$ cat src/rtl/clk_period_meter_if.sv
// Result/handshake bundle between clk_period_meter and its consumer.
// Ports: start/out_ready flow into the meter; busy, meas_valid, period_cnt,
// high_cnt and timeout flow back out. CNT_W must match the meter's CNT_W.
interface clk_period_meter_if #(
    parameter int CNT_W = 16
);
    logic             start;
    logic             busy;
    logic             meas_valid;
    logic             out_ready;
    logic [CNT_W-1:0] period_cnt;
    logic [CNT_W-1:0] high_cnt;
    logic             timeout;

    // Meter side: consumes requests, produces results.
    modport master (
        input  start,
        input  out_ready,
        output busy,
        output meas_valid,
        output period_cnt,
        output high_cnt,
        output timeout
    );

    // Consumer side: issues requests, accepts results.
    modport slave (
        output start,
        output out_ready,
        input  busy,
        input  meas_valid,
        input  period_cnt,
        input  high_cnt,
        input  timeout
    );
endinterface

$ cat src/rtl/clk_period_meter.sv
// Purpose: measure period and high time of an asynchronous divided clock in clk cycles.
// Latency: result valid SYNC_STAGES+1 cycles after the second sampled rising edge plus one state cycle.
// Backpressure: result held stable on meas_valid until out_ready; no new measurement until accepted.
//
// Ports: clk, rst (async, active-low), div_clk_in (asynchronous input under test),
//        mb (clk_period_meter_if.master): start/out_ready in, busy/meas_valid/period_cnt/
//        high_cnt/timeout out.
// Optional build macro CLK_PERIOD_METER_GLITCH_FILTER_EN inserts a 2-sample majority
// filter after the synchronizer (+1 cycle latency, rejects single-cycle pulses).
// SYNC_STAGES legal range is 2..4.
module clk_period_meter #(
    parameter int CNT_W       = 16,
    parameter int SYNC_STAGES = 2
) (
    input  logic               clk,
    input  logic               rst,
    input  logic               div_clk_in,
    clk_period_meter_if.master mb
);
    localparam logic [CNT_W-1:0] CNT_MAX = {CNT_W{1'b1}};
    localparam logic [CNT_W-1:0] CNT_ONE = {{(CNT_W-1){1'b0}}, 1'b1};

    typedef enum logic [2:0] {
        IDLE      = 3'd0,
        ARM       = 3'd1,
        MEAS_HIGH = 3'd2,
        MEAS_LOW  = 3'd3,
        DONE      = 3'd4
    } state_t;

    state_t state;
    state_t state_nxt;

    logic [SYNC_STAGES-1:0] sync_q;
    logic                   lvl;
    logic                   lvl_d;
    logic                   rise;
    logic                   fall;
    logic                   sat;
    logic [CNT_W-1:0]       cnt;
    logic [CNT_W-1:0]       cnt_inc;
    logic [CNT_W-1:0]       period_q;
    logic [CNT_W-1:0]       high_q;
    logic                   timeout_q;
    logic                   busy_c;
    logic                   valid_c;

    // Synchronizer: bit 0 is the newest sample, the top bit is the settled level.
    always_ff @(posedge clk or negedge rst) begin
        if (!rst) begin
            sync_q <= '0;
        end else begin
            sync_q <= {sync_q[SYNC_STAGES-2:0], div_clk_in};
        end
    end

`ifdef CLK_PERIOD_METER_GLITCH_FILTER_EN
    // The top two synchronizer bits are two consecutive samples of the input;
    // the level only follows them once they agree, so a lone one-cycle pulse
    // never reaches the edge detector.
    logic filt_q;

    always_ff @(posedge clk or negedge rst) begin
        if (!rst) begin
            filt_q <= 1'b0;
        end else if (sync_q[SYNC_STAGES-1] == sync_q[SYNC_STAGES-2]) begin
            filt_q <= sync_q[SYNC_STAGES-1];
        end
    end

    assign lvl = filt_q;
`else
    assign lvl = sync_q[SYNC_STAGES-1];
`endif

    // History flop for edge detection; rise and fall can never be high together.
    always_ff @(posedge clk or negedge rst) begin
        if (!rst) begin
            lvl_d <= 1'b0;
        end else begin
            lvl_d <= lvl;
        end
    end

    assign rise    = lvl & ~lvl_d;
    assign fall    = ~lvl & lvl_d;
    assign sat     = (cnt == CNT_MAX);
    // Counter holds at its maximum rather than wrapping.
    assign cnt_inc = sat ? cnt : cnt + CNT_ONE;

    // FSM: state register.
    always_ff @(posedge clk or negedge rst) begin
        if (!rst) begin
            state <= IDLE;
        end else begin
            state <= state_nxt;
        end
    end

    // FSM: next state. The expected edge wins over saturation in the same cycle.
    always_comb begin
        state_nxt = state;
        case (state)
            IDLE:      if (mb.start)         state_nxt = ARM;
            ARM:       if (rise)             state_nxt = MEAS_HIGH;
                       else if (sat)         state_nxt = DONE;
            MEAS_HIGH: if (fall)             state_nxt = MEAS_LOW;
                       else if (sat)         state_nxt = DONE;
            MEAS_LOW:  if (rise || sat)      state_nxt = DONE;
            DONE:      if (mb.out_ready)     state_nxt = IDLE;
            default:                         state_nxt = IDLE;
        endcase
    end

    // FSM: outputs. meas_valid is high exactly while the result is held in DONE.
    always_comb begin
        busy_c  = 1'b0;
        valid_c = 1'b0;
        case (state)
            ARM, MEAS_HIGH, MEAS_LOW: busy_c  = 1'b1;
            DONE:                     valid_c = 1'b1;
            default:                  ;
        endcase
    end

    // Datapath: cycle counter and captured results.
    always_ff @(posedge clk or negedge rst) begin
        if (!rst) begin
            cnt       <= '0;
            period_q  <= '0;
            high_q    <= '0;
            timeout_q <= 1'b0;
        end else begin
            case (state)
                IDLE: begin
                    if (mb.start) begin
                        cnt       <= '0;
                        timeout_q <= 1'b0;
                    end
                end
                ARM: begin
                    if (rise) begin
                        // The rising-edge cycle itself is the first counted cycle.
                        cnt <= CNT_ONE;
                    end else if (sat) begin
                        timeout_q <= 1'b1;
                        period_q  <= CNT_MAX;
                        high_q    <= CNT_MAX;
                    end else begin
                        cnt <= cnt_inc;
                    end
                end
                MEAS_HIGH: begin
                    if (fall) begin
                        high_q <= cnt;
                        cnt    <= cnt_inc;
                    end else if (sat) begin
                        timeout_q <= 1'b1;
                        period_q  <= CNT_MAX;
                        high_q    <= CNT_MAX;
                    end else begin
                        cnt <= cnt_inc;
                    end
                end
                MEAS_LOW: begin
                    if (rise) begin
                        period_q <= cnt;
                    end else if (sat) begin
                        // high_q keeps the value captured on the falling edge.
                        timeout_q <= 1'b1;
                        period_q  <= CNT_MAX;
                    end else begin
                        cnt <= cnt_inc;
                    end
                end
                default: ;
            endcase
        end
    end

    assign mb.busy       = busy_c;
    assign mb.meas_valid = valid_c;
    assign mb.period_cnt = period_q;
    assign mb.high_cnt   = high_q;
    assign mb.timeout    = timeout_q;
endmodule

$ cat src/flat_wrapper.sv
// flat-port wrapper written by rule: the top's interface ports become plain ports
module clk_period_meter_flat 
#(
    parameter int CNT_W       = 16,
    parameter int SYNC_STAGES = 2
)
  (clk, rst, div_clk_in, mb_start, mb_out_ready, mb_busy, mb_meas_valid, mb_period_cnt, mb_high_cnt, mb_timeout);
  clk_period_meter_if #(.CNT_W(CNT_W)) mb_i ();
  input  logic clk;
  input  logic rst;
  input  logic div_clk_in;
  input wire logic [$bits(mb_i.start)-1:0] mb_start;
  input wire logic [$bits(mb_i.out_ready)-1:0] mb_out_ready;
  output wire logic [$bits(mb_i.busy)-1:0] mb_busy;
  output wire logic [$bits(mb_i.meas_valid)-1:0] mb_meas_valid;
  output wire logic [$bits(mb_i.period_cnt)-1:0] mb_period_cnt;
  output wire logic [$bits(mb_i.high_cnt)-1:0] mb_high_cnt;
  output wire logic [$bits(mb_i.timeout)-1:0] mb_timeout;
  assign mb_i.start = mb_start;
  assign mb_i.out_ready = mb_out_ready;
  assign mb_busy = mb_i.busy;
  assign mb_meas_valid = mb_i.meas_valid;
  assign mb_period_cnt = mb_i.period_cnt;
  assign mb_high_cnt = mb_i.high_cnt;
  assign mb_timeout = mb_i.timeout;
  clk_period_meter #(.CNT_W(CNT_W), .SYNC_STAGES(SYNC_STAGES)) u_core (.clk(clk), .rst(rst), .div_clk_in(div_clk_in), .mb(mb_i));
endmodule
$ cat config.mk
export PLATFORM = sky130hd
export DESIGN_NAME = clk_period_meter_flat
export DESIGN_NICKNAME = d
export VERILOG_FILES = /design/src/rtl/clk_period_meter_if.sv /design/src/rtl/clk_period_meter.sv /design/src/flat_wrapper.sv
export SDC_FILE = /design/constraint.sdc
export NUM_CORES = 1
export LEC_CHECK = 0
export ABC_AREA = 1
export CAP_MARGIN = 20
export CORE_MARGIN = 5
export CORE_UTILIZATION = 61
export CTS_BUF_LIST = sky130_fd_sc_hd__clkbuf_8
export DETAILED_ROUTE_END_ITERATION = 8
export PLACE_DENSITY = 0.95
export SKIP_LAST_GASP = 1
export SYNTH_ARGS = -nofsm -noshare
export SYNTH_HDL_FRONTEND = slang
export SYNTH_SLANG_ARGS = --single-unit
export TNS_END_PERCENT = 30
$ cat constraint.sdc
create_clock -name clk -period 4.7 [get_ports clk]
set_input_delay 1.175 -clock clk [delete_from_list [all_inputs] [get_ports clk]]
set_output_delay 1.175 -clock clk [all_outputs]
set_load 0.02 [all_outputs]
Yosys cells after proc, flatten, opt, wreduce, memory -nomap -nowiden
Index checks and enable logic that the tools add are counted.

$add $sub $neg: 1. Equal/unequal tests: 12. Mux-type cells: 30. Bitwise operators: 4. Reduce and logical (&&, ||, !) cells: 13.

Operators by type and width (count): $mux W16 (13); $pmux W16 S4 (1); $pmux W16 S3 (1); $pmux W16 S2 (1); $mux W3 (6); $add A16 B1 Y16 const B (1); $eq A16 B16 Y1 const B (1); $pmux W3 S5 (1); $ne A2 B2 Y1 const B (6); $reduce_and A3 Y1 (3); $eq A3 B2 Y1 const B (2); $mux W1 (6); $reduce_bool A3 Y1 (2); $reduce_and A4 Y1 (1); $reduce_bool A4 Y1 (1); $eq A3 B1 Y1 const B (1); $eq A3 B3 Y1 const B (1); $logic_not A3 Y1 (1); $pmux W1 S3 (1); $reduce_or A3 Y1 (1); $and A1 B1 Y1 (2); $ne A2 B1 Y1 const B (1); $not A1 Y1 (2); $reduce_and A2 Y1 (1); other kinds (3) (3).

Flip-flop bits (word level): 55. Bits of input ports: 5. Logic and storage cells: 67.

Longest topological paths before layout
Depth in word-level cells: 5. Gate-level depth with buffers: 11. Depth with buffers taken out: 11.

Worst setup path before layout
No wires, ideal clock.

Kind: flip-flop to output port. Start point: register u_core.state[1]. End point: output port mb_meas_valid. Arrival time: 0.916 ns. Required time: 3.525 ns. Slack: 2.609 ns. Cell stages (with the launch flop): 4. Path buffers: 0. Path through: dfrtp_1 > nor2_1 > inv_1 > nor2_1.

Longest elaborated chain between the ends: 2.

Ends and longest elaborated chain: start: declaration (RTL line clk_period_meter.sv:31) `state_t state;`; start signal: assignment (RTL line clk_period_meter.sv:96) `state <= state_nxt;`; $eq A3 B3 Y1 (RTL line clk_period_meter.sv:119) `case (state)`; $mux W1 (RTL line clk_period_meter.sv:119); end: declaration (RTL line flat_wrapper.sv:15) `output wire logic [$bits(mb_i.meas_valid)-1:0] mb_meas_valid;`.

No other way between the ends.

Worst setup path after layout
Start point: register u_core.state[1]. End point: output port mb_busy.

Longest elaborated chain between the ends: 3.

Ends and longest elaborated chain: $eq A3 B1 Y1 / $eq A3 B2 Y1 (equally long branches) (RTL line clk_period_meter.sv:119); $reduce_or A3 Y1 * (RTL line clk_period_meter.sv:119); $mux W1 * (RTL line clk_period_meter.sv:119); end: declaration (RTL line flat_wrapper.sv:14) `output wire logic [$bits(mb_i.busy)-1:0] mb_busy;`.

Every way passes the cells marked *; elsewhere a longest branch is shown, timed or not.

==> qor.yml <==
ys_seq_elements: 55
hold_buffers: 0
place_congestion: 0.9387
antenna_left: 0
grt_overflow: 0
syn_nets: 373
clk_latency_ns: 0.31
cts_tree: "done"
power.leakage_nw: 1.762
port_buffers: 39
die_w_um: 78.54
grt_pass1_vias: 2424
fmax_mhz: 334.6
clock_path_buffers: 2
report.final.slew_viol_count: 0
end_kind: "output pin"
dp_hpwl_um: 4397
reg2reg_slack_ns: 2.57
post_drt_wl_per_cell_um: 13.77
synth_cells: 367
cts_sinks: 55
placed_area_sq_um: 3261
path_class: "reg2out"
track_usage: 0.2261
rsz0062_at_grt: "false"
start_kind: "register"
initial_core_util: 0.6189
n_fill_cell: 358
max_slew.worst_pin.slew_ns: 0.8672
outcome: "completed"
finalWirelength_um: 6349
setup_ws_ns: 1.712
grt_max_degree: 56
skew_ns: 0.006943
drive_gt1_frac: 0.1204
ios: 40
period_needed_ns: 2.988
synth.distinct_cells: 27
final_cell_mix: "nand2_1 (89), inv_1 (62), dfrtp_1 (55)"
drt_iter0_markers: 263
layout_commonest_cell: "nand2_1"
syn_area_per_cell_sq_um: 7.807
tns_ns: 0
r2r_cells: 7
hp-class: "reg2reg"
pre_cts_slack_ns: 1.768
synthesis.area_sq_um: 2865
rows: 25
ys_seq_area_frac: 0.4803
path_clk_slew_ns: 0.09
irDropWorstVdd_v: 0.0004091
postCtsSetupBuffers: 0
coreArea_sq_um: 4629
cp_data_arrival_time_ns: 1.81
dieHeight_um: 78.54
design_area_sq_um: 3377
grt_antenna_before_repair: 0
cts_buffers: 5
cap_violations: 0
area_delta_synth_final_pct: 17.86
fin_crit_sh: 0.6358
grt_first_pass_wirelength_um: 11130
crit_path_start: "u_core.state[1]"
setup_violations: 0
layout.cells.non_filler: 461
r2r_end: "u_core.mb.high_cnt[9]"
fin_util: 0.7295
ys_warn_count: 0
root_buffer: "clkbuf_8"
n_antenna_cell: 0
dpl.cell_count: 453
nets: 412
slew_headroom: 0.4197
r2r_start: "u_core.state[2]"
final_hold_viol_count: 0
dieArea_sq_um: 6168
ctsResizeCount: 0
crit_end: "mb_busy"
htreeDepth: 2
p_per_area_nw_per_um2: 596.3
power_mw: 2.014
worst-path-max-fanout: 6
firstDrtPassIters: 4
crit_required_ns: 3.52
vias_per_cell: 5.345
drc: 0
holdWs_ns: 0.3629
num_vias: 2464
==> critical path, stage by stage, from the launching register on <==
cell and delay [ns]:
dfrtp_1 0.45, nor2_1 0.09, inv_1 0.09, nand2_1 0.08, inv_1 0.16, clkdlybuf4s50_1 0.63
==> power by group <==
group / total, mW / switching, mW / internal (mW)
clock network: 0.322 / 0.160 / 0.162
logic: 0.942 / 0.537 / 0.405
registers: 0.750 / 0.118 / 0.631
total: 2.01 / 0.816 / 1.20
==> cell families (layout without fill, tap and decap cells) <==
group                    count (synthesis)  count (layout)  share of synthesized area
adder cells (fa/ha/maj)                  1               1                   0.004366
flip-flops                              55              55                     0.4803
AND/OR/NAND/NOR                        184             184                     0.2799
AO/OA/AOI/OAI                           50              50                     0.1223
buffers and inverters                   77             117                     0.1131
==> area by class of cell <==
cell class	count	area, sq um	share of cell area
inverters	69	259.0	0.07669
repair buffers	40	392.9	0.1163
well taps	54	67.56	0.02001
flip-flops and latches	55	1376	0.4076
multi-input cells	235	1165	0.3449
clock buffers	5	68.82	0.02038
clock inverters	3	47.55	0.01408
==> synth_stat cells (all sizes together) <==
cell type	count	area, sq um
a21oi	21	142.6
buf	7	61.30
clkbuf	1	3.750
dfrtp	55	1376
ha	1	12.51
inv	69	259.0
nand2	94	370.3
nand3	21	117.6
nand4	7	58.81
nor2	58	235.2
nor3	4	20.02
o211ai	2	15.01
o21ai	19	110.1
o21bai	8	82.57
==> routing by layer <==
layer  vias to the layer above  track usage  part of all wire
met2                       115       0.3693              0.47
met3                        16      0.03784             0.083
li1                       1211            -                 -
met4                         0      0.07867             0.023
met1                      1122       0.3048              0.42
met5                         -            0                 0
==> registers in the layout, indices dropped and copies added, names as in the netlist <==
register / cells
u_core.cnt: 16
u_core.mb.timeout: 1
u_core.sync_q: 2
u_core.mb.high_cnt: 16
u_core.state: 3
u_core.lvl_d: 1
u_core.mb.period_cnt: 16
==> worst min path at each step <==
stage | startpoint | end | slack (ns) | cells after the start
after floorplan | u_core.sync_q[0] | u_core.sync_q[1] | 0.33 | 0
after CTS | u_core.sync_q[0] | u_core.sync_q[1] | 0.37 | 0
after global routing | u_core.sync_q[0] | u_core.sync_q[1] | 0.38 | 0
after detailed placement | u_core.sync_q[0] | u_core.sync_q[1] | 0.34 | 0
final | u_core.sync_q[0] | u_core.sync_q[1] | 0.36 | 0
after global placement | u_core.sync_q[0] | u_core.sync_q[1] | 0.34 | 0
Power figures use the tool's default switching activity.
